==> src/rtl/color_code_seq.sv <==
// Sequential binary-to-colour-code driver: a shift-and-add-3 engine converts one
// bit per clock into BCD, and each digit is mapped to a 12-bit RGB palette entry.
module color_code_seq #(
    parameter int WIDTH   = 6,
    parameter int DIGITS  = 2,
    parameter int BLINK_W = 24
) (
    input  logic                   clk,
    input  logic                   rst,
    input  logic                   start,
    input  logic [WIDTH-1:0]       num,
    input  logic                   blink_en,
    output logic                   busy,
    output logic                   done,
    output logic                   ovf,
    output logic [12*DIGITS-1:0]   code
);

    localparam logic [1:0] S_IDLE  = 2'd0;
    localparam logic [1:0] S_SHIFT = 2'd1;
    localparam logic [1:0] S_DONE  = 2'd2;

    localparam int CNT_W = $clog2(WIDTH + 1);
    localparam int BCD_W = 4 * DIGITS;

    function automatic logic [63:0] pow10(input int n);
        logic [63:0] p;
        p = 64'd1;
        for (int i = 0; i < n; i++) begin
            p = p * 64'd10;
        end
        return p;
    endfunction

    localparam logic [63:0] OVF_LIMIT = pow10(DIGITS);

    function automatic logic [11:0] palette(input logic [3:0] d);
        case (d)
            4'd0:    palette = 12'h000;
            4'd1:    palette = 12'hF00;
            4'd2:    palette = 12'hF80;
            4'd3:    palette = 12'hFF0;
            4'd4:    palette = 12'h0F0;
            4'd5:    palette = 12'h0FF;
            4'd6:    palette = 12'h08F;
            4'd7:    palette = 12'h00F;
            4'd8:    palette = 12'hF0F;
            4'd9:    palette = 12'hFFF;
            default: palette = 12'h000;
        endcase
    endfunction

    logic [1:0]            r_state;
    logic [CNT_W-1:0]      r_cnt;
    logic [WIDTH-1:0]      r_bin;
    logic [BCD_W-1:0]      r_bcd;
    logic                  r_ovf_pend;
    logic                  r_ovf;
    logic [12*DIGITS-1:0]  r_code;
    logic [BLINK_W-1:0]    r_blink;

    logic [BCD_W-1:0]      w_bcd_adj;
    logic [BCD_W-1:0]      w_bcd_next;
    logic [WIDTH-1:0]      w_bin_next;
    logic [12*DIGITS-1:0]  w_code_next;
    logic                  w_num_ovf;
    logic                  w_blank;

    // NOTE: every signal assigned in always_comb gets a default first so no latch is inferred.
    always_comb begin
        w_bcd_adj = r_bcd;
        for (int i = 0; i < DIGITS; i++) begin
            if (r_bcd[4*i +: 4] >= 4'd5) begin
                w_bcd_adj[4*i +: 4] = r_bcd[4*i +: 4] + 4'd3;
            end
        end
    end

    // Bits shifted out of the top digit are dropped; lower digits stay exact mod 10.
    assign w_bcd_next = {w_bcd_adj[BCD_W-2:0], r_bin[WIDTH-1]};
    assign w_bin_next = r_bin << 1;

    always_comb begin
        w_code_next = '0;
        for (int i = 0; i < DIGITS; i++) begin
            w_code_next[12*i +: 12] = palette(w_bcd_next[4*i +: 4]);
        end
    end

    assign w_num_ovf = ({{(64-WIDTH){1'b0}}, num} >= OVF_LIMIT);

    // NOTE: sequential state uses non-blocking assignments so all registers update together.
    always_ff @(posedge clk or posedge rst) begin
        if (rst) begin
            r_state    <= S_IDLE;
            r_cnt      <= '0;
            r_bin      <= '0;
            r_bcd      <= '0;
            r_ovf_pend <= 1'b0;
            r_ovf      <= 1'b0;
            r_code     <= '0;
        end else begin
            case (r_state)
                S_IDLE: begin
                    if (start) begin
                        r_bin      <= num;
                        r_bcd      <= '0;
                        r_cnt      <= CNT_W'(WIDTH);
                        r_ovf_pend <= w_num_ovf;
                        r_state    <= S_SHIFT;
                    end
                end
                S_SHIFT: begin
                    r_bin <= w_bin_next;
                    r_bcd <= w_bcd_next;
                    r_cnt <= r_cnt - 1'b1;
                    if (r_cnt == CNT_W'(1)) begin
                        r_code  <= w_code_next;
                        r_ovf   <= r_ovf_pend;
                        r_state <= S_DONE;
                    end
                end
                S_DONE: begin
                    r_state <= S_IDLE;
                end
                default: begin
                    r_state <= S_IDLE;
                end
            endcase
        end
    end

    always_ff @(posedge clk or posedge rst) begin
        if (rst) begin
            r_blink <= '0;
        end else begin
            r_blink <= r_blink + 1'b1;
        end
    end

    assign w_blank = blink_en & r_ovf & r_blink[BLINK_W-1];

    assign busy = (r_state != S_IDLE);
    assign done = (r_state == S_DONE);
    assign ovf  = r_ovf;
    assign code = w_blank ? '0 : r_code;

endmodule
==> config.mk <==
export PLATFORM = sky130hd
export DESIGN_NAME = color_code_seq
export DESIGN_NICKNAME = d
export VERILOG_FILES = /design/src/rtl/color_code_seq.sv
export SDC_FILE = /design/constraint.sdc
export NUM_CORES = 1
export LEC_CHECK = 0
export BUFFER_PORTS_ARGS = -buffer_cell sky130_fd_sc_hd__buf_2
export CORE_MARGIN = 8
export CORE_UTILIZATION = 45
export CTS_CLUSTER_SIZE = 10
export DETAILED_ROUTE_END_ITERATION = 16
export PLACE_DENSITY = 0.68
export SETUP_SLACK_MARGIN = 0.15
export SLEW_MARGIN = 20
export SYNTH_ARGS = -nofsm -noshare
export SYNTH_HDL_FRONTEND = slang
export SYNTH_SLANG_ARGS = --single-unit
==> constraint.sdc <==
create_clock -name clk -period 3.8 [get_ports clk]
set_input_delay 0.19 -clock clk [delete_from_list [all_inputs] [get_ports clk]]
set_output_delay 0.19 -clock clk [all_outputs]
set_load 0.005 [all_outputs]
=== After elaboration in Yosys (flattened, before gate mapping) ===
Memory sizes are Yosys's and may differ from the RTL's. A register that Yosys moved wholly into a read port is not among the register bits.
Index checks and enable logic that the tools add are counted.

* $add $sub $neg: 3
* $lt $le $gt $ge: 2
* Eq/ne operators: 5
* Muxes and demuxes: 11
* Reduce and logical (&&, ||, !) cells: 6

{| class="wikitable"
|+ Operators with widths
! kind !! count
|-
| $pmux 8 s2 || 1
|-
| $pmux 6 s2 || 1
|-
| $ge 4x3->1 const B || 2
|-
| $mux 8 || 1
|-
| $mux 3 || 2
|-
| $mux 6 || 1
|-
| $pmux 3 s2 || 1
|-
| $reduce_and 2->1 || 3
|-
| $add 4x2->4 const B || 1
|-
| $mux 2 || 2
|-
| $mux 4 || 1
|-
| $ne 2x2->1 const B || 2
|-
| $pmux 2 s2 || 1
|-
| $reduce_bool 2->1 || 2
|-
| $add 3x2->3 const B || 1
|-
| $eq 3x1->1 const B || 1
|-
| $sub 3x1->3 const B || 1
|-
| $eq 2x1->1 const B || 1
|-
| $eq 2x2->1 const B || 1
|-
| $logic_not 2->1 || 1
|}

* Flip-flop bits (word level): 19
* Bits in read-only memories: 384
* Input port bits: 10
* Output and inout bits: 27
* Word-level logic and storage cells: 33
* Memories: 2

{| class="wikitable"
|+ Memory list
! name !! words !! bits a word !! read ports !! clocked after memory_dff !! wr ports !! RTL line !! RTL
|-
| (no name shown) || 16 || 12 || 1 || 1 || 0 || 38 || <nowiki>case (d)</nowiki>
|-
| (no name shown) || 16 || 12 || 1 || 1 || 0 || 38 ||
|}

=== Logic depth before layout (Yosys ltp) ===
* Depth in word-level cells: 3
* Gate-level depth with buffers: 7

=== Worst setup path before layout ===
Ideal clock, no wire load.

* Path kind: reg-to-reg
* From: register r_bcd[0]
* To: register r_code[10]
* Library setup time: 0.104 ns
* Data arrival time: 1.795 ns
* Required time: 3.696 ns
* Setup slack: 1.901 ns
* Stages on the path, launching flop included: 7
* Path buffers: 0
* Clock period less this slack: 1.899 ns
* Path through: dfrtp_1 ha_1 nand2b_2 a21o_4 xnor2_4 and3_1 o41ai_2

* Cells in the longest elaborated chain, start to end: 2

{| class="wikitable"
|+ Ends and longest elaborated chain
! element !! RTL line !! RTL
|-
| start: declaration || 56 || <nowiki>logic [BCD_W-1:0] r_bcd;</nowiki>
|-
| start signal: assignment || 115 || <nowiki>r_bcd <= w_bcd_next;</nowiki>
|-
| $add 4x2->4 / $ge 4x3->1 (equally long branches) || 74, 73 ||
|-
| $mux 4 (*) || 73 || <nowiki>if (r_bcd[4*i +: 4] >= 4'd5) begin</nowiki>
|-
| end: declaration || 59 || <nowiki>logic [12*DIGITS-1:0] r_code;</nowiki>
|}

Mark *: on every way between the ends. The rest lies on a longest branch, timed or not.
A chain may end at the register's enable or synchronous reset.

=== Worst setup path in the final report ===
* From: register r_bcd[0]
* To: register r_code[7]

The elaborated chain is that of the path after synthesis.

==> reports/metrics.yaml <==
status:
  status: "complete, but fails checks"
  violations: "negative hold slack"
power:
  p_seq_frac: 0.341
  p_leak_uw: 0.000845
  powerDensity_mw_per_mm2: 876
  ir_drop_v: 0.000344
  total_power_uw: 1650
  switching_share: 0.454
  comb_power_share: 0.564
  p_int_uw: 901
  p_sw_uw: 750
  clockPowerShare: 0.095
timing:
  hold_slack_ns: -0.0185
  tns_ns: 0
  rsz0062_at_grt: "no"
  setup_viol: 0
  finalHoldViolations: 27
  skew_ns: 0.00413
  maxSlewViolCount: 0
  fin_crit_ns: 2.11
  tightest_slew_ns: 0.635
  clock.fmax_ghz: 0.474
  fin_crit_sh: 0.555
  slew_headroom: 0.564
worst_setup_path:
  cp.depth: 7
  startpoint_type: "flop"
  crit_family: "compound AO/OA/AOI/OAI gates"
  crit_path_start: "r_bcd[0]"
  crit_arrival_ns: 2.30
  crit_path_end_kind: "flop"
  crit_chain: "inv_1 > ha_1 > nor3b_1 > a21oi_1 > a2111oi_4 > o21ai_1 > a31oi_1"
  critical_path.slowest_cell: "dfrtp_1"
  cpPeakStageDelay_ns: 0.57
  r2r_start: "r_bcd[0]"
  worstRegToRegCells: 7
  crit_buf_inv: 1
  path_class: "flop to flop"
  crit_end: "r_code[7]"
  r2r_slack_ns: 1.69
  timing.rr.end: "r_code[7]"
  path_max_fanout: 6
  required_ns: 3.99
yosys:
  synth_edf_count: 0
  synthDominantCellAreaShare: 0.382
  synth_area_leaders: "dfrtp_1, buf_4, o21ai_0, a21oi_1, nand2_1"
  synth_most_common_cell: "dfrtp_1"
  synthCells: 192
  ys.warnings.count: 0
  synth_top_area_cell: "dfrtp_1"
  synth_cell_types: 50
  ys.flop_type: "dfrtp_1"
  async_flop_share: 1.00
  synth_area_sq_mm: 0.00177
  synth-seq-cells: 27
  synthTopCellsByCount: "dfrtp_1, nand2_1, o21ai_0, buf_4, a21oi_1"
  syn_area_per_cell_sq_um: 9.20
  syn-num-nets: 208
  seq_area_frac_synth: 0.382
grt:
  grt_max_degree: 28
  grt_use_total: 0.111
  grt_remaining_overflow: 0
  antenna_found_initial: 0
  grt_pass1_wl_mm: 5.79
  first_global_vias: 1257
place:
  portBuffers: 34
  place_hpwl_mm: 2.55
  gp_congestion: 0.810
routing:
  wire_per_inst_um: 13.5
  drc_errors: 0
  vias_per_cell: 5.24
  num_vias: 1336
  dr.pass1.iters: 4
  postRouteWirelength_mm: 3.44
  initialDrtViolationCount: 73
  drt.antenna.violating_nets: 0
clock_tree:
  hold_buffers: 0
  htreeDepth: 1
  ctsResizeCount: 0
  path_clk_slew_ns: 0.09
  clk_latency_ns: 0.26
  cts_tree: "yes"
  cts_inserted_buffers: 3
  post_cts_buffers: 0
  root_buffer: "clkbuf_8"
  clock_sinks: 27
  cts.path.max_buffers: 2
floorplanning:
  die_w_um: 78.7
  ios: 37
  core_area_sq_mm: 0.00372
  start_util: 0.475
  fp-row-count: 22
  dieArea_sq_mm: 0.00619
  die_h_um: 78.7
finish:
  finalNetCount: 224
  post_route_cells_drive_above_1_share: 0.271
  areaGrowthSynthToFinish_pct: 6.59
  n_antenna_cell: 0
  fillers: 368
job:
  drv_cap: 0
hold_path:
  hp-class: "input port to async pin"
placed cells by master, fill, tap and decap left out, drive strengths merged, types with 2 or more instances in the layout:
cell type,Yosys,routed
a2111oi,2,2
a211o,2,2
a211oi,5,5
a21o,3,3
a21oi,17,17
a31oi,3,3
and3,2,2
buf,20,35
clkbuf,4,4
dfrtp,27,27
ha,6,6
inv,10,10
nand2,21,21
nand2b,4,4
nor2,8,8
nor2b,4,4
nor3b,9,9
o21ai,23,23
or2,2,2
xnor2,2,2
final cells by class:
class,instances,area (sq um),area share
Timing Repair Buffer,35,178,0.0944
Tap cell,48,60.1,0.0319
Clock buffer,4,45.0,0.0239
Multi-Input combinational cell,130,883,0.469
Inverter,11,41.3,0.0219
Sequential cell,27,676,0.359
flip-flops by register name (all words and copies together), names as in the netlist:
register,flops
r_bcd,8
r_code,8
r_bin,6
r_cnt,3
r_state,2
logic make-up (layout without fill, tap and decap cells):
kind of cell    after synthesis  after routing  share of synthesized area
flops                        27             27                      0.382
xor+xnor                      2              2                     0.0205
other cells                   1              1                    0.00212
mux                           1              1                    0.00567
compound gates               63             63                      0.253
simple gates                 57             57                      0.176
fa+ha+maj                     6              6                     0.0425
buf+inv                      35             50                      0.118
through the flow:
step	worst slack, ns	cell area [sq um]	hold slack [ns]	util	std cells
after CTS	1.69	1880	0.214	0.507	255
final	1.69	1880	-0.0185	0.507	255
after detailed placement	1.71	1840	0.473	0.495	251
after global routing	1.52	1880	0.0304	0.507	255
after floorplan	1.90	1770	0.243	-	192
after global placement	1.75	1840	0.465	0.495	251
how the worst min path moves through the flow:
stage / from / cells after the start / to / slack [ns]
5_1_grt: rst / 2 / r_bin[3] / 0.03
6_report: rst / 2 / r_bcd[5] / -0.02
3_3_place_gp: r_bin[4] / 2 / r_bin[4] / 0.46
2_1_floorplan: rst / 1 / r_bcd[0] / 0.24
4_1_cts: rst / 2 / r_bcd[5] / 0.21
3_5_place_dp: r_bin[3] / 2 / r_bin[3] / 0.47
per-layer routing:
layer,global-route usage,up-vias,part of all wire
met5,0,-,0
met4,0.0111,0,0.0017
met3,0.0456,2,0.095
met2,0.176,40,0.43
met1,0.142,605,0.48
li1,-,689,-
power groups by stage:
stage / clock network (uW) / logic (uW) / registers (uW)
final: 156 / 931 / 563
after global routing: 177 / 1050 / 591
after CTS: 165 / 940 / 565
after detailed placement: 0 / 935 / 570
after global placement: 0 / 918 / 566
after floorplan: 0 / 830 / 515
No activity file was read; power rests on OpenSTA's default activity.
